<file path="config.mk">
export PLATFORM = sky130hd
export DESIGN_NAME = sprite_compositor
export DESIGN_NICKNAME = d
export VERILOG_FILES = /design/src/rtl/sprite_compositor.sv
export SDC_FILE = /design/constraint.sdc
export NUM_CORES = 1
export LEC_CHECK = 0
export CAP_MARGIN = 15
export CORE_MARGIN = 4
export CORE_UTILIZATION = 53
export DETAILED_ROUTE_END_ITERATION = 8
export HOLD_SLACK_MARGIN = 0.03
export PLACE_DENSITY = 0.86
export SLEW_MARGIN = 20
export SYNTH_ARGS = -nofsm -noshare
export SYNTH_HDL_FRONTEND = slang
export SYNTH_SLANG_ARGS = --single-unit
</file>
<file path="constraint.sdc">
create_clock -name clk -period 3.5 [get_ports clk]
set_clock_uncertainty 0.15 [all_clocks]
set_input_delay 0.875 -clock clk [delete_from_list [all_inputs] [get_ports clk]]
set_output_delay 0.875 -clock clk [all_outputs]
set_load 0.005 [all_outputs]
</file>
<file path="src/rtl/sprite_compositor.sv">
// sprite_compositor: 2-stage goose/obstacle/floor/sky pixel compositor with a sticky collision report.
// Optional floor shadow under a jumping goose is enabled by defining COMPOSITOR_SHADOW_EN.
module sprite_compositor #(
  parameter int N_OBST      = 3,
  parameter int GOOSE_SCALE = 1,
  parameter int GOOSE_X     = 64,
  parameter int FLOOR_Y     = 240,
  parameter int OBST_W      = 40,
  parameter int OBST_H      = 48,
  parameter int DOT_LOG2    = 4
) (
  input  logic                   clk,
  input  logic                   sys_rst,
  input  logic                   display_on,
  input  logic [9:0]             haddr,
  input  logic [9:0]             vaddr,
  input  logic                   game_over,
  input  logic                   goose_blink,
  input  logic [6:0]             jump_pos,
  input  logic [9:0]             scroll,
  input  logic [N_OBST-1:0]      obst_active,
  input  logic [10*N_OBST-1:0]   obst_x,
  output logic [1:0]             R,
  output logic [1:0]             G,
  output logic [1:0]             B,
  output logic                   coll_valid,
  output logic [N_OBST-1:0]      coll_mask,
  input  logic                   coll_ack
);
  localparam int GS = 16 << GOOSE_SCALE;
  function automatic logic [1:0] rom(input logic [3:0] x, input logic [3:0] y);
    rom = (y == 4'd1 && x == 4'd2) ? 2'd3 :
          (y < 4'd6 && x < 4'd6) ? 2'd1 :
          (y >= 4'd2 && y <= 4'd3 && x >= 4'd6 && x <= 4'd7) ? 2'd2 :
          (y >= 4'd6 && y < 4'd12) ? 2'd1 :
          (y >= 4'd12 && (x == 4'd4 || x == 4'd5 || x == 4'd9 || x == 4'd10)) ? 2'd2 : 2'd0;
  endfunction
  logic [10:0] h, v, gy;
  logic [3:0] rx, ry;
  logic [DOT_LOG2-1:0] ph;
  logic gx_hit, g_hit, g_op_d, dot_d, flr_d, sh_d;
  logic [1:0] g_idx_d;
  logic [N_OBST-1:0] o_hit_d, o_brd_d, hit_d;
  assign h = {1'b0, haddr};
  assign v = {1'b0, vaddr};
  assign gy = 11'(FLOOR_Y - GS) - {4'b0, jump_pos};
  assign rx = 4'((h - 11'(GOOSE_X)) >> GOOSE_SCALE);
  assign ry = 4'((v - gy) >> GOOSE_SCALE);
  assign gx_hit = h >= 11'(GOOSE_X) && h < 11'(GOOSE_X + GS);
  assign g_hit = gx_hit && v >= gy && v < gy + 11'(GS);
  assign g_idx_d = g_hit ? rom(rx, ry) : 2'd0;
  assign g_op_d = goose_blink && g_idx_d != 2'd0;
  for (genvar i = 0; i < N_OBST; i++) begin : g_obst
    logic [10:0] ox;
    assign ox = {1'b0, obst_x[10*i +: 10]};
    assign o_hit_d[i] = obst_active[i] && h >= ox && h < ox + 11'(OBST_W) && h < 11'd640 &&
                        v >= 11'(FLOOR_Y - OBST_H) && v < 11'(FLOOR_Y);
    assign o_brd_d[i] = h == ox || h == ox + 11'(OBST_W - 1) ||
                        v == 11'(FLOOR_Y - OBST_H) || v == 11'(FLOOR_Y - 1);
  end
  assign hit_d = o_hit_d & {N_OBST{g_op_d && display_on}};
  assign ph = DOT_LOG2'(haddr + scroll);
  assign dot_d = v == 11'(FLOOR_Y) && ph >= DOT_LOG2'(2) && ph <= DOT_LOG2'(5);
  assign flr_d = v >= 11'(FLOOR_Y);
`ifdef COMPOSITOR_SHADOW_EN
  assign sh_d = jump_pos != 7'd0 && v == 11'(FLOOR_Y + 1) && gx_hit;
`else
  assign sh_d = 1'b0;
`endif
  logic d_q, g_op_q, go_q, dot_q, flr_q, sh_q;
  logic [1:0] g_idx_q;
  logic [N_OBST-1:0] o_hit_q, o_brd_q, hit_q, mask_q, mask_d;
  logic [5:0] rgb_q, rgb_d, g_rgb, o_rgb;
  always_ff @(posedge clk) begin
    if (sys_rst) begin
      {d_q, g_op_q, go_q, dot_q, flr_q, sh_q, g_idx_q} <= '0;
      {o_hit_q, o_brd_q, hit_q} <= '0;
    end else begin
      {d_q, g_op_q, go_q, dot_q, flr_q, sh_q, g_idx_q} <=
        {display_on, g_op_d, game_over, dot_d, flr_d, sh_d, g_idx_d};
      {o_hit_q, o_brd_q, hit_q} <= {o_hit_d, o_brd_d, hit_d};
    end
  end
  // lowest-index obstacle wins, so scan from the top down and let lower slots overwrite
  always_comb begin
    o_rgb = 6'b0;
    for (int i = N_OBST - 1; i >= 0; i--)
      if (o_hit_q[i]) o_rgb = o_brd_q[i] ? 6'b0 : 6'b111000;
    g_rgb = go_q ? 6'b100000 : g_idx_q == 2'd1 ? 6'b111111 : g_idx_q == 2'd2 ? 6'b110100 : 6'b0;
    rgb_d = !d_q ? 6'b0 : g_op_q ? g_rgb : |o_hit_q ? o_rgb : sh_q ? 6'b0 :
            dot_q ? 6'b101010 : flr_q ? 6'b010101 : 6'b001111;
    mask_d = (coll_ack ? '0 : mask_q) | hit_q;
  end
  always_ff @(posedge clk) begin
    if (sys_rst) begin
      rgb_q  <= '0;
      mask_q <= '0;
    end else begin
      rgb_q  <= rgb_d;
      mask_q <= mask_d;
    end
  end
  assign {R, G, B} = rgb_q;
  assign coll_mask = mask_q;
  assign coll_valid = |mask_q;
endmodule
</file>
Word-level counts from Yosys, hierarchy flattened
Cells that the tools add are included.

storage, ports and cells
  bits of input ports = 76
  logic and storage cells = 132
  output and inout port bits = 10
  flip-flop bits (word level) = 25

operators by class
  reductions and logical operators = 45
  bitwise operators = 3
  order comparisons = 25
  mux-type cells = 20
  equality and inequality tests = 17
  $add $sub $neg = 11

operators with widths
  operator                                                         count
  2-to-1 mux 6 bit                                                 12
  adder 10 x 6 -> 11 bit (second input constant)                   6
  less-than comparator 10 x 11 -> 1 bit                            4
  == test 10 x 11 -> 1 bit                                         3
  == test 10 bit                                                   3
  == test 10 x 8 -> 1 bit (second input constant)                  3
  >= comparator 10 bit                                             3
  logical AND 1 bit                                                29
  >= comparator 10 x 8 -> 1 bit (second input constant)            2
  logical OR 1 bit                                                 12
  2-to-1 mux 2 bit                                                 6
  >= comparator 10 x 11 -> 1 bit                                   1
  adder 9 x 7 -> 10 bit (second input constant)                    1
  >= comparator 10 x 7 -> 1 bit (second input constant)            1
  less-than comparator 10 bit (second input constant)              1
  less-than comparator 10 x 7 -> 1 bit (second input constant)     1
  less-than comparator 10 x 8 -> 1 bit (second input constant)     1
  subtractor 8 x 7 -> 9 bit (first input constant)                 1
  == test 4 x 3 -> 1 bit (second input constant)                   2
  == test 4 bit (second input constant)                            2
  >= comparator 4 x 2 -> 1 bit (second input constant)             2
  >= comparator 4 x 3 -> 1 bit (second input constant)             2
  less-or-equal comparator 4 x 3 -> 1 bit (second input constant)  2
  less-than comparator 4 x 3 -> 1 bit (second input constant)      2
  other kinds (18)                                                 19

Depth between registers and ports, before layout
Gate-level depths: netlist of the first run.

  depth in word-level cells = 16
  mapped depth = 14
  mapped depth without buffers = 14

Worst setup path after synthesis of the first run
OpenSTA, ideal clock, no wires.

  path kind = input-to-reg
  from = in jump_pos[0]
  to = reg hit_q[0]
  library setup time = 0.116 ns
  setup slack = 0.223 ns
  data arrival time = 3.011 ns
  cell stages on the path = 13
  path buffers = 0
  cells stage by stage = inv_1 > ha_1 > nand2_1 > a21oi_1 > xor2_1 > inv_1 > ha_1 > a21o_1 > a2111oi_0 > o21ai_0 > o2111ai_1 > a211oi_2 > and2_2

between the ends
  cells in the longest elaborated chain, start to end = 14
  elaborated cells on any way between the ends = 31
  those cells by class = 3 x add/sub; 8 x order compare; 1 x eq/ne; 6 x mux; 1 x bitwise; 12 x reduce/logical

RTL lines
  item                                                   line    RTL
  start: declaration                                     19      input logic [6:0] jump_pos,
  subtractor 8 x 7 -> 9 bit *                            46      assign gy = 11'(FLOOR_Y - GS) - {4'b0, jump_pos};
  subtractor 5 bit                                       48      assign ry = 4'((v - gy) >> GOOSE_SCALE);
  >= comparator 4 bit (tied with other cells)            36      (y >= 4'd12 && (x == 4'd4 || x == 4'd5 || x == 4'd9 || x == 4'd10)) ? 2'd2 : 2'd0;
  logical AND 1 bit (on tied branches)                   36, 34
  2-to-1 mux 2 bit or logical AND 1 bit (tied branches)  36, 34
  2-to-1 mux 2 bit or logical AND 1 bit (tied branches)  35, 34
  2-to-1 mux 2 bit                                       34      (y >= 4'd2 && y <= 4'd3 && x >= 4'd6 && x <= 4'd7) ? 2'd2 :
  2-to-1 mux 2 bit                                       33      (y < 4'd6 && x < 4'd6) ? 2'd1 :
  2-to-1 mux 2 bit                                       32      rom = (y == 4'd1 && x == 4'd2) ? 2'd3 :
  2-to-1 mux 2 bit *                                     51      assign g_idx_d = g_hit ? rom(rx, ry) : 2'd0;
  nonzero test 2 bit *                                   52      assign g_op_d = goose_blink && g_idx_d != 2'd0;
  logical AND 1 bit *                                    52
  logical AND 1 bit *                                    61      assign hit_d = o_hit_d & {N_OBST{g_op_d && display_on}};
  bitwise AND 3 bit *                                    61
  end signal: assignment                                 81      {o_hit_q, o_brd_q, hit_q} <= {o_hit_d, o_brd_d, hit_d};
  end: declaration                                       72      logic [N_OBST-1:0] o_hit_q, o_brd_q, hit_q, mask_q, mask_d;

Mark *: on every way between the ends. The rest lies on a longest branch, timed or not.
A chain may end at the register's enable or synchronous reset.

Worst setup path in the final report of the first run
  from = in jump_pos[5]
  to = reg hit_q[2]

between the ends
  cells in the longest elaborated chain, start to end = 9
  elaborated cells on any way between the ends = 11
  those cells by class = 2 x add/sub; 2 x order compare; 1 x mux; 1 x bitwise; 5 x reduce/logical

RTL lines
  item                                                                        line  RTL
  subtractor 8 x 7 -> 9 bit *                                                 46
  adder 9 x 7 -> 10 bit or >= comparator 10 x 11 -> 1 bit (tied branches)     50    assign g_hit = gx_hit && v >= gy && v < gy + 11'(GS);
  less-than comparator 10 x 11 -> 1 bit or logical AND 1 bit (tied branches)  50
  logical AND 1 bit *                                                         50
  2-to-1 mux 2 bit *                                                          51
  nonzero test 2 bit *                                                        52
  logical AND 1 bit *                                                         52
  logical AND 1 bit *                                                         61
  bitwise AND 3 bit *                                                         61

Marks and branches as above.

==> summary by stage, run 1 <==
Outcome
The run finished with clean final reports.

Placement
Buffers placed on the I/O ports in this run total 79. Prior to clock tree synthesis, the placed netlist has a worst setup slack of -625 ps. The placed instances occupy a cell area of 5300 sq um. The detailed placement HPWL is approximately 9.8 mm. The post-placement cell count is between 700 and 800. Routability-driven placement finished with a final weighted congestion of 0.976.

Route
The count of nets left with antenna violations once routing finished came out at 0. After detailed routing, the total wire length is ~13 mm. The first-iteration detailed-routing DRC count is roughly 290. The post-route DRC violation count is 0. The first TritonRoute pass finished after 7 iterations. The number of vias per cell is about 6.

After detailed routing, the average wire length per cell comes to between 15 and 20 um. The overall via count from detail_route is between 4k and 5k.

Synthesis
The compound-gate portion of the synthesized area was 0.239. The flip-flop cell with the highest count after synthesis is sky130_fd_sc_hd__dfxtp_1. By area, the combinational part of the netlist is dominated by adder cells. Of the synthesized area, sequential elements account for 0.124. The number of nets handed over by synthesis was 675. Of the total synthesized cell area, the portion taken by XOR and XNOR cells is 0.126. Yosys printed 0 warnings. A synthesized cell averages slightly below 8 sq um. The async set or reset register ratio after synthesis is 0.

Of the total synthesized cell area, the portion taken by AND, OR, NAND and NOR gates is 0.194. The cell count after synthesis came out at approximately 520. The fraction of synthesized area in multiplexers is 0.0102.

The cell area that synthesis handed to floorplanning was 4030 sq um. Counting flops with a built-in enable in the synthesized netlist gives 0. The post-synthesis share of cell area spent on full adders, half adders and majority gates is 0.243. After synthesis the netlist holds a flip-flop and latch count of 25. After synthesis, the netlist uses between 60 and 70 different library cells.

Die
The chip height is 95.2 um. The site row count is 31. After floorplanning, the core was sized to cover 7330 sq um. The width of the die is 95.2 um. The I/O pin total is 86. For this configuration, the core starts out at a cell density of 0.550. The area of the die is slightly above 9000 sq um.

Setup path
The startpoint identified for the worst register-to-register timing path is o_hit_q[1]. The worst setup path category is in2reg. The endpoint of the worst setup timing path is hit_q[2]. In this run the worst path has a maximum fanout of 3.

At the worst endpoint, the required time is between 3000 and 4000 ps. The arrival time at the worst endpoint is between 3000 and 4000 ps. The number of cells traversed by the worst register-to-register path is 4. The destination of the worst register-to-register timing path is rgb_q[3]. The setup slack of the worst register-to-register path is between 1500 and 2000 ps. Tracing the worst setup path back leads to its startpoint at jump_pos[5]. The type of origin of the critical path is a primary input. The endpoint type of the worst setup path is a flip-flop.

Finish
In the layout the commonest cells are sky130_fd_sc_hd__clkdlybuf4s50_1, sky130_fd_sc_hd__ha_1, sky130_fd_sc_hd__buf_4. The fraction of layout cells with a size suffix above 1 is 0.154. The layout net count is between 800 and 900.

The finished cells cover 5530 sq um. For this run, the number of standard cells in the final layout without fillers is 750. Leaving out fill and tap cells, the most frequent cell in the layout is sky130_fd_sc_hd__clkdlybuf4s50_1. The number of antenna diodes is 0. The layout overhead on the synthesized area is 37.2%.

Clock tree
TritonCTS built the clock tree. The cell at the root of the clock tree is sky130_fd_sc_hd__clkbuf_8. The later-pin clock latency in the skew report is 260 ps.

The number of H-tree levels is 1. The CTS sink count is 25. The number of buffers inserted during clock tree synthesis is 3.

Clock-pin slew was measured on the worst setup and hold paths at 80 ps. The clock passes through at most 2 buffers. For this design, the CTS-stage hold fixing added 0 buffers.

Timing
The maximum achievable frequency is 294 MHz. The worst path meets setup with ~99 ps of slack. The slew of the pin with the lowest slew margin is about 570 ps.

The routed design could run at a clock period as short as 3400 ps. Dividing the final minimum period by the clock period gives 0.972. The count of final max-slew check failures is 0. Setup violations remaining at the end of the flow were counted as 0.

The final hold violation count is 0. In this run the tightest slew margin relative to its limit is 0.615.

Pwr
The power density over the cells is ~210 nW/um^2. The largest voltage drop on the vdd net is roughly 0.16 mV. In this run the static leakage power is ~2.5 nW.

GRT
The via count of the first global-routing pass is ~4.4k. The total overflow left after global routing is 0. Across every metal layer, demand over resource in global routing totals 0.262. The maximum number of pins on one net before global-route repair is 15.

The number of antenna violations at the first check in global routing was 0. The global-route wire length before repair is 19.4 mm.

Job
Max-cap violations in this run came to 0.

Worst hold path
The min-delay analysis places its worst path in the category reg2reg.
[power by group]
part	switching, mW	internal (mW)	total (mW)
registers	0.00185	0.288	0.290
logic	0.362	0.351	0.713
clock network	0.0820	0.0793	0.161
[sequential cells by signal, summed over array words and instances (netlist names)]
register	cells
flr_q	1
go_q	1
g_idx_q	2
o_hit_q	3
coll_mask	3
dot_q	1
g_op_q	1
d_q	1
hit_q	3
rgb_q	6
o_brd_q	3
[worst max-delay path, stage by stage]
cell,delay [ps]
sky130_fd_sc_hd__clkdlybuf4s50_1,450
sky130_fd_sc_hd__a21oi_2,150
sky130_fd_sc_hd__xor2_1,220
sky130_fd_sc_hd__buf_4,160
sky130_fd_sc_hd__ha_4,190
sky130_fd_sc_hd__inv_2,60
sky130_fd_sc_hd__ha_4,190
sky130_fd_sc_hd__a21o_1,180
sky130_fd_sc_hd__a31oi_2,220
sky130_fd_sc_hd__o2111ai_2,210
sky130_fd_sc_hd__a211oi_4,300
sky130_fd_sc_hd__nor4b_4,230
[kinds of logic (layout without fill, tap and decap cells)]
group                      count (synthesis)  in the layout
DFF                                       25             25
xor gates and xnor gates                  58             58
buffers and inverters                     69            198
and+or+nand+nor                          145            145
adders and majority gates                 77             77
muxes                                      4              4
AOI/OAI and AO/OA                        144            144
[metrics by stage]
stage               setup TNS (ps)  total power, mW  hold slack [ps]   util
CTS                              0             1.13              295  0.747
detailed placement           -3630            0.949              276  0.723
finish                           0             1.16              292  0.755
global placement             -3010            0.917              269  0.723
global route                 -30.2             1.24              343  0.755
floorplan                        0            0.679              263      -
[routing by layer]
| metal | part of all wire | track usage | up-vias | wire length, um |
|---|---|---|---|---|
| li1 | - | - | 2156 | - |
| met1 | 0.39 | 0.309 | 2057 | 4870 |
| met2 | 0.49 | 0.487 | 225 | 6100 |
| met3 | 0.083 | 0.0308 | 53 | 1040 |
| met4 | 0.039 | 0.0817 | 0 | 493 |
| met5 | 0 | 0 | - | 0 |
[repair_timing]
item	4_1_cts	5_1_grt
resized for setup	24	17
hold endpoints to repair	0	0
endpoints found under the setup margin	6	5
pin swaps	15	8
cloned	0	0
setup buffers	5	1
[cell usage after synthesis, types with 4 or more instances]
library cell,number,area share
sky130_fd_sc_hd__ha_1,75,0.23
sky130_fd_sc_hd__inv_1,55,0.051
sky130_fd_sc_hd__a21oi_1,40,0.050
sky130_fd_sc_hd__xnor2_1,37,0.080
sky130_fd_sc_hd__nor2_1,34,0.032
sky130_fd_sc_hd__o21ai_0,26,0.032
sky130_fd_sc_hd__dfxtp_1,25,0.12
sky130_fd_sc_hd__nand2_1,22,0.020
sky130_fd_sc_hd__xor2_1,21,0.046
sky130_fd_sc_hd__a21o_1,19,0.035
sky130_fd_sc_hd__nand3_1,14,0.017
sky130_fd_sc_hd__nor3_1,14,0.017
sky130_fd_sc_hd__clkbuf_1,12,0.011
sky130_fd_sc_hd__nand4_1,11,0.017
sky130_fd_sc_hd__nand2b_1,10,0.016
sky130_fd_sc_hd__nor4_1,8,0.012
sky130_fd_sc_hd__nor2b_1,7,0.011
sky130_fd_sc_hd__a31oi_1,6,0.0093
sky130_fd_sc_hd__o2111ai_1,6,0.013
sky130_fd_sc_hd__a211oi_1,4,0.0074
sky130_fd_sc_hd__a221oi_1,4,0.0087
sky130_fd_sc_hd__o211ai_1,4,0.0074
sky130_fd_sc_hd__or3_1,4,0.0062
[how the worst min path moves through the flow]
| stage | startpoint | to | slack, ps | cells past startpoint |
|---|---|---|---|---|
| 6_report | hit_q[0] | coll_mask[0] | 290 | 2 |
| 5_1_grt | hit_q[2] | coll_mask[2] | 340 | 2 |
| 4_1_cts | hit_q[0] | coll_mask[0] | 290 | 2 |
| 3_5_place_dp | hit_q[0] | coll_mask[0] | 280 | 2 |
| 3_3_place_gp | hit_q[1] | coll_mask[1] | 270 | 2 |
| 2_1_floorplan | hit_q[0] | coll_mask[0] | 260 | 2 |
[area by class of cell]
cell class / count / area (sq um)
Multi-Input combinational cell: 428 / 3420
Sequential cell: 25 / 500
Timing Repair Buffer: 139 / 1230
Clock buffer: 3 / 41.3
Fill cell: 485 / 1800
Clock inverter: 1 / 5.00
Tap cell: 99 / 124
Inverter: 55 / 206
(Power assumes the default switching activity.)
==> run 2: changes to the inputs <==
CTS_BUF_LIST = sky130_fd_sc_hd__clkbuf_16   (was default)
==> run 2 against run 1 <==
Critical path depth is the same. Cell area rose by 0.61%. Register-to-register slack lost 30 ps. Combinational power hardly changed. Sequential share of layout area decreased by 0.055 points. Sequential cell count unchanged. Fmax decreased by 0.27%. Cell count did not move. Critical path type unchanged. Highest routed layer unchanged.
==> summary by stage, run 2 (synthesized netlist as in run 1, its figures left out) <==
Outcome
Run status: finished clean (unchanged).

Timing
The maximum achievable frequency is 293 MHz (was 294 MHz). The worst slew margin relative to its limit is 0.585 (was 0.615). The final hold violation count is 0 (unchanged). The final count of negative-setup-slack endpoints is 0 (unchanged). The sum of negative setup slack was 0 ps (unchanged). The count of final max-slew check failures was 0 (unchanged). The final clock period utilization by the worst path is 0.974 (was 0.972). The hold slack is 287 ps (was 292 ps).

The final period demand of the worst path is 3410 ps (was 3400 ps). The slew of the pin with the lowest slew margin is 617 ps (was 573 ps).

Pwr
The power density over the cells is 224 nW/um^2 (was 210 nW/um^2). The largest voltage drop on the vdd net came to 0.160 mV (was 0.165 mV). The part of the power in the clock network is 0.196 (was 0.139).

The net switching power was 456 uW (was 446 uW). The logic gate share of total power came to 0.571 (was 0.612). The leakage power is 2.56 nW (was 2.54 nW). The switching part of the total came to 0.365 (was 0.383). The sequential share of power was 0.233 (was 0.249). The internal power summed over all cells was 793 uW (was 719 uW).

Die
The chip height was 95.2 um (unchanged). The area of the die is 9070 sq um (unchanged). The effective utilization at floorplan is 0.550 (unchanged). The I/O pin total came to 86 (unchanged).

The width of the die was 95.2 um (unchanged). The core outline area came to 7330 sq um (unchanged). The site row count is 31 (unchanged).

Clock tree
The later-pin clock latency in the skew report is 250 ps (was 260 ps). The CTS sink count is 25 (unchanged). The buffer depth of the longest clock path is 2 (unchanged). The TritonCTS clock tree was done (unchanged).

The count of hold buffers inserted by post-cts repair is 0 (unchanged). The number of H-tree levels is 1 (unchanged). The cell at the root of the clock tree is sky130_fd_sc_hd__clkbuf_16 (was sky130_fd_sc_hd__clkbuf_8). The number of buffers inserted during clock tree synthesis came to 3 (unchanged).

The clock-pin transition on the worst setup and hold timing paths was 60 ps (was 80 ps).

GRT
The global-route wire length before repair is 19.4 mm (about the same). The number of antenna violations at the first check in global routing is 0 (unchanged). The via count of the first global-routing pass came to 4423 (was 4422). The maximum number of pins on one net before global-route repair came to 15 (unchanged). The leftover overflow at the end of global routing is 0 (unchanged). The global routing usage summed across all routing layers is 0.263 (was 0.262).

Placement
The number of port buffers is 79 (unchanged). The detailed placement HPWL is 9.81 mm (unchanged). The placer congestion estimate came to 0.976 (unchanged). The post-detailed-placement cell area came to 5300 sq um (unchanged).

Route
The post-route DRC violation count is 0 (unchanged). The wire length reported by the detailed router was 12.5 mm (about the same). The number of vias per cell is 6.00 (was 5.99). The first-iteration detailed-routing DRC count is 245 (was 286).

The first-pass iteration count of the detailed router is 7 (unchanged). The wire length per cell after detailed routing is 16.7 um (about the same). The residual antenna-violating net count after detailed routing is 0 (unchanged). The overall via count from detail_route is 4497 (was 4491).

Finish
The count of filler cells inserted in the layout is 481 (was 485). The register ranked first by flip-flop count is rgb_q (unchanged). The number of flip-flops under the largest register name is 6 (unchanged). The layout overhead on the synthesized area is 38.1% (was 37.2%). The total area of multi-input combinational cells is 3420 sq um (unchanged). The leading cell type in the layout, fill and taps excluded was sky130_fd_sc_hd__clkdlybuf4s50_1 (unchanged). The layout net count came to 805 (unchanged).

The register area is 500 sq um (unchanged). The number of antenna diodes is 0 (unchanged). The fraction of layout cells with a size suffix above 1 came to 0.154 (unchanged). The final standard cell area without fillers was 5570 sq um (was 5530 sq um). Most frequent cells in the layout: sky130_fd_sc_hd__clkdlybuf4s50_1, sky130_fd_sc_hd__ha_1, sky130_fd_sc_hd__buf_4 (unchanged).

Worst hold path
The worst min-delay path startpoint is hit_q[0] (unchanged). The worst hold path stage count came to 2 (unchanged). The class of the tightest hold or removal check is reg2reg (unchanged). The end point of the most critical hold path is coll_mask[0] (unchanged).

Setup path
The required time of the critical path is 3520 ps (was 3530 ps). The type of origin of the critical path is a primary input (unchanged). The maximum fanout encountered on the critical timing path is 3 (unchanged). The arrival time at the worst endpoint is 3430 ps (about the same). The destination of the worst register-to-register timing path is rgb_q[3] (unchanged). The endpoint type of the worst setup path is a flip-flop (unchanged). The setup slack of the worst register-to-register path is 1860 ps (was 1890 ps). The launch instance of the worst register-to-register path is o_hit_q[1] (unchanged).

The worst setup path category is in2reg (unchanged). The number of cells traversed by the worst register-to-register path was 4 (unchanged).

Job
The number of max-cap violations is 0 (unchanged).
-- run 2: timing repair --
action	4_1_cts	5_1_grt
pin swaps	15	8
resized for setup	24	17
buffers inserted	5	1
setup endpoints to repair	6	5
-- run 2: final cells by class --
cell class	count	share of cell area
sequential	25	0.0899
timing repair buffer	139	0.222
tap	99	0.0222
inverter	55	0.0371
multi-input combinational	428	0.615
clock buffer	3	0.0135
clock inverter	1	0.000899
-- run 2: metrics by stage --
stage | utilization | power (mW) | setup WS (ps) | std cells
2_1_floorplan | - | 0.679 | 223 | 522
3_3_place_gp | 0.723 | 0.917 | -536 | 740
3_5_place_dp | 0.723 | 0.949 | -625 | 740
4_1_cts | 0.751 | 1.22 | 33.2 | 749
5_1_grt | 0.760 | 1.33 | -43.9 | 750
6_report | 0.760 | 1.25 | 89.6 | 750
-- run 2: power groups by stage --
stage	Sequential [mW]	Clock (mW)	Combinational (mW)
floorplan	0.297	0	0.382
global placement	0.297	0	0.621
detailed placement	0.297	0	0.652
CTS	0.291	0.245	0.681
global route	0.291	0.260	0.779
finish	0.291	0.245	0.714
-- run 2: worst max path at each step --
stage / startpoint / to / slack (ps) / cells after the start
floorplan: jump_pos[0] / hit_q[0] / 220 / 13
global placement: jump_pos[0] / hit_q[0] / -540 / 14
detailed placement: jump_pos[0] / hit_q[0] / -620 / 14
CTS: vaddr[0] / hit_q[2] / 30 / 9
global route: jump_pos[2] / hit_q[2] / -40 / 11
finish: jump_pos[5] / hit_q[2] / 90 / 12
-- run 2: worst max-delay path: stages --
cell and delay [ps]:
sky130_fd_sc_hd__clkdlybuf4s50_1 450, sky130_fd_sc_hd__a21oi_2 150, sky130_fd_sc_hd__xor2_1 220, sky130_fd_sc_hd__buf_4 160, sky130_fd_sc_hd__ha_4 190, sky130_fd_sc_hd__inv_2 60
sky130_fd_sc_hd__ha_4 190, sky130_fd_sc_hd__a21o_1 180, sky130_fd_sc_hd__a31oi_2 220, sky130_fd_sc_hd__o2111ai_2 210, sky130_fd_sc_hd__a211oi_4 300, sky130_fd_sc_hd__nor4b_4 230
-- run 2: per-layer routing --
| layer | up-vias | GRT usage | routed length, um |
|---|---|---|---|
| li1 | 2156 | - | - |
| met1 | 2053 | 0.310 | 4980 |
| met2 | 232 | 0.487 | 6100 |
| met3 | 56 | 0.0308 | 943 |
| met4 | 0 | 0.0889 | 525 |
| met5 | - | 0 | 0 |
==> run 3: changes to the inputs <==
CELL_PAD_IN_SITES_DETAIL_PLACEMENT = 1   (was default)
CELL_PAD_IN_SITES_GLOBAL_PLACEMENT = 2   (was default)
CORE_UTILIZATION = 30   (was 53)
PLACE_DENSITY = 0.85   (was 0.86)
SLEW_MARGIN = default   (was 20)
==> run 3 against run 2 <==
Global-route usage is 7.9 points lower. Hold slack gained 7.5 ps. Fmax grew 1.1%. Cell area increased by 4.0%. Sequential share of layout area down 0.35 points. Critical endpoint is now hit_q[0].
==> summary by stage, run 3 (synthesized netlist as in run 1, its figures left out) <==
Setup path
The destination of the worst register-to-register timing path is rgb_q[3] (unchanged). The launch instance of the worst register-to-register path is o_hit_q[1] (unchanged). The cell with the biggest individual delay on the critical path is sky130_fd_sc_hd__a2111oi_4 (was sky130_fd_sc_hd__clkdlybuf4s50_1).

Critical path, cell by cell: dlygate4sd2_1, inv_2, ha_4, nand2_4, a21oi_4, xor2_2, inv_1, ha_1, a21o_1, a2111oi_4, o21ai_2, o2111ai_4, a211oi_4, and2_2 (was clkdlybuf4s50_1, a21oi_2, xor2_1, buf_4, ha_4, inv_2, ha_4, a21o_1, a31oi_2, o2111ai_2, a211oi_4, nor4b_4). The required time of the critical path is 3520 ps (about the same). The type of origin of the critical path is a primary input (unchanged).

The family with the most delay on the worst path is compound AO/OA/AOI/OAI gates (unchanged). The number of cells traversed by the worst register-to-register path was 4 (unchanged). The maximum fanout encountered on the critical timing path is 3 (unchanged). The arrival time at the worst endpoint was 3390 ps (was 3430 ps). The setup slack of the worst register-to-register path was 1850 ps (was 1860 ps). The worst setup path category was in2reg (unchanged). The worst path buffer plus inverter count came to 3 (unchanged). The endpoint type of the worst setup path was a flip-flop (unchanged). The peak per-stage delay on the critical path is 380 ps (was 450 ps).

Finish
Most frequent cells in the layout: sky130_fd_sc_hd__clkdlybuf4s50_1, sky130_fd_sc_hd__ha_1, sky130_fd_sc_hd__buf_4 (unchanged). The register ranked first by flip-flop count is rgb_q (unchanged). The final standard cell count with taps included and fillers excluded is 837 (was 750). The number of antenna diodes is 0 (unchanged). The total area of multi-input combinational cells is 3460 sq um (was 3420 sq um). The number of flip-flops under the largest register name is 6 (unchanged).

The count of filler cells inserted in the layout is 1605 (was 481). The leading cell type in the layout, fill and taps excluded is sky130_fd_sc_hd__clkdlybuf4s50_1 (unchanged). The layout net count came to 815 (was 805). The layout overhead on the synthesized area is 43.7% (was 38.1%). The post-layout utilization of the core was 0.439 (was 0.760). The register area is 500 sq um (unchanged). The fraction of layout cells with a size suffix above 1 is 0.168 (was 0.154).

Die
The effective utilization at floorplan is 0.306 (was 0.550). The site row count is 42 (was 31). The core outline area is 13200 sq um (was 7330 sq um). The chip height is 124 um (was 95.2 um). The I/O pin total is 86 (unchanged).

The width of the die came to 124 um (was 95.2 um). The area of the die was 15400 sq um (was 9070 sq um).

Placement
The placer congestion estimate is 0.874 (was 0.976). The detailed placement HPWL is 12.2 mm (was 9.81 mm). The post-placement cell count is 829 (was 740). The number of port buffers is 79 (unchanged).

Worst hold path
The worst hold path stage count is 2 (unchanged). The class of the tightest hold or removal check is reg2reg (unchanged). The worst min-delay path startpoint is hit_q[1] (was hit_q[0]). The end point of the most critical hold path is coll_mask[1] (was coll_mask[0]).

Timing
The maximum achievable frequency is 296 MHz (was 293 MHz). The sum of negative setup slack is 0 ps (unchanged). The final hold violation count was 0 (unchanged). The final period demand of the worst path is 3370 ps (was 3410 ps). The worst slew margin relative to its limit was 0.585 (about the same). Setup repair after global routing could not meet its margin everywhere. The final count of negative-setup-slack endpoints is 0 (unchanged). The slew of the pin with the lowest slew margin is 616 ps (was 617 ps). The count of final max-slew check failures is 0 (unchanged). The final clock period utilization by the worst path was 0.964 (was 0.974).

GRT
The leftover overflow at the end of global routing is 0 (unchanged). The via count of the first global-routing pass was 4707 (was 4423). The global-route wire length before repair is 22.8 mm (was 19.4 mm). The global routing usage summed across all routing layers is 0.184 (was 0.263). The number of antenna violations at the first check in global routing is 0 (unchanged). The maximum number of pins on one net before global-route repair was 17 (was 15).

Route
The number of vias per cell was 5.24 (was 6.00). The wire length reported by the detailed router came to 14.5 mm (was 12.5 mm). The first-pass iteration count of the detailed router is 4 (was 7). The overall via count from detail_route is 4382 (was 4497). The post-route DRC violation count came to 0 (unchanged).

The first-iteration detailed-routing DRC count is 167 (was 245). The wire length per cell after detailed routing is 17.3 um (was 16.7 um). The residual antenna-violating net count after detailed routing is 0 (unchanged).

Clock tree
The number of H-tree levels was 1 (unchanged). The count of hold buffers inserted by post-cts repair came to 0 (unchanged). The TritonCTS clock tree is done (unchanged). The CTS sink count came to 25 (unchanged). The number of buffers inserted during clock tree synthesis is 3 (unchanged).

The clock-pin transition on the worst setup and hold timing paths was 70 ps (was 60 ps). The later-pin clock latency in the skew report is 270 ps (was 250 ps). The buffer depth of the longest clock path is 2 (unchanged). The cell at the root of the clock tree was sky130_fd_sc_hd__clkbuf_16 (unchanged).

Pwr
The power density over the cells is 224 nW/um^2 (about the same). The leakage power is 2.62 nW (was 2.56 nW). The largest voltage drop on the vdd net is 0.156 mV (was 0.160 mV).

Outcome
Run status: finished clean (unchanged).

Job
The number of max-cap violations was 0 (unchanged).
## run 3: changes by cell type in the layout (fill, tap and decap cells not counted), moves of 2 or more
cell / previous run / this run
sky130_fd_sc_hd__buf_4: 60 / 69
sky130_fd_sc_hd__clkbuf_2: 2 / 0
sky130_fd_sc_hd__clkdlybuf4s15_1: 2 / 0
sky130_fd_sc_hd__dlygate4sd2_1: 0 / 4
sky130_fd_sc_hd__inv_1: 54 / 52
sky130_fd_sc_hd__inv_2: 1 / 3
## run 3: repair_timing
action / CTS / global route
buffers inserted: 1 / 3
gates resized for setup: 19 / 24
pin swaps: 9 / 11
endpoints found under the setup margin: 6 / 7
## run 3: how the worst max path moves through the flow
stage / from / to / slack (ps) / cells past startpoint
2_1_floorplan: jump_pos[0] / hit_q[0] / 220 / 13
3_3_place_gp: jump_pos[0] / hit_q[0] / -450 / 14
3_5_place_dp: jump_pos[0] / hit_q[0] / -660 / 14
4_1_cts: obst_x[23] / o_hit_q[2] / 10 / 10
5_1_grt: jump_pos[1] / hit_q[2] / -70 / 13
6_report: jump_pos[0] / hit_q[0] / 130 / 14
## run 3: routing by layer
metal / track usage / wire length (um) / up-vias
met4: 0.0267 / 121 / 0
met2: 0.344 / 7660 / 71
met3: 0.0145 / 421 / 16
met1: 0.234 / 6290 / 2126
met5: 0 / 0 / -
li1: - / - / 2169
## run 3: cell type report
class                   instances  area share
clock buffers                   3      0.0130
clock inverters                 1     0.00151
inverters                      55      0.0356
multi-input cells             428       0.597
flip-flops and latches         25      0.0864
well taps                     176      0.0380
repair buffers                149       0.229
## run 3: tightest hold or removal path, stage by stage (launching register included)
cell and delay (ps):
sky130_fd_sc_hd__dfxtp_1 310, sky130_fd_sc_hd__a21oi_1 30, sky130_fd_sc_hd__nor2_1 70
## run 3: per-stage QoR
step / power, mW / instance area, sq um / hold WS [ps] / setup slack (ps)
after floorplan: 0.679 / 4030 / 263 / 223
after global placement: 0.955 / 5500 / 277 / -447
after detailed placement: 0.990 / 5500 / 285 / -664
after CTS: 1.27 / 5650 / 300 / 14.5
after global routing: 1.38 / 5790 / 342 / -74.5
final: 1.30 / 5790 / 294 / 125
## run 3: report_power, final
part,internal (mW),switching (mW)
sequential,0.289,0.00181
combinational,0.361,0.377
clock,0.158,0.110
total,0.808,0.489
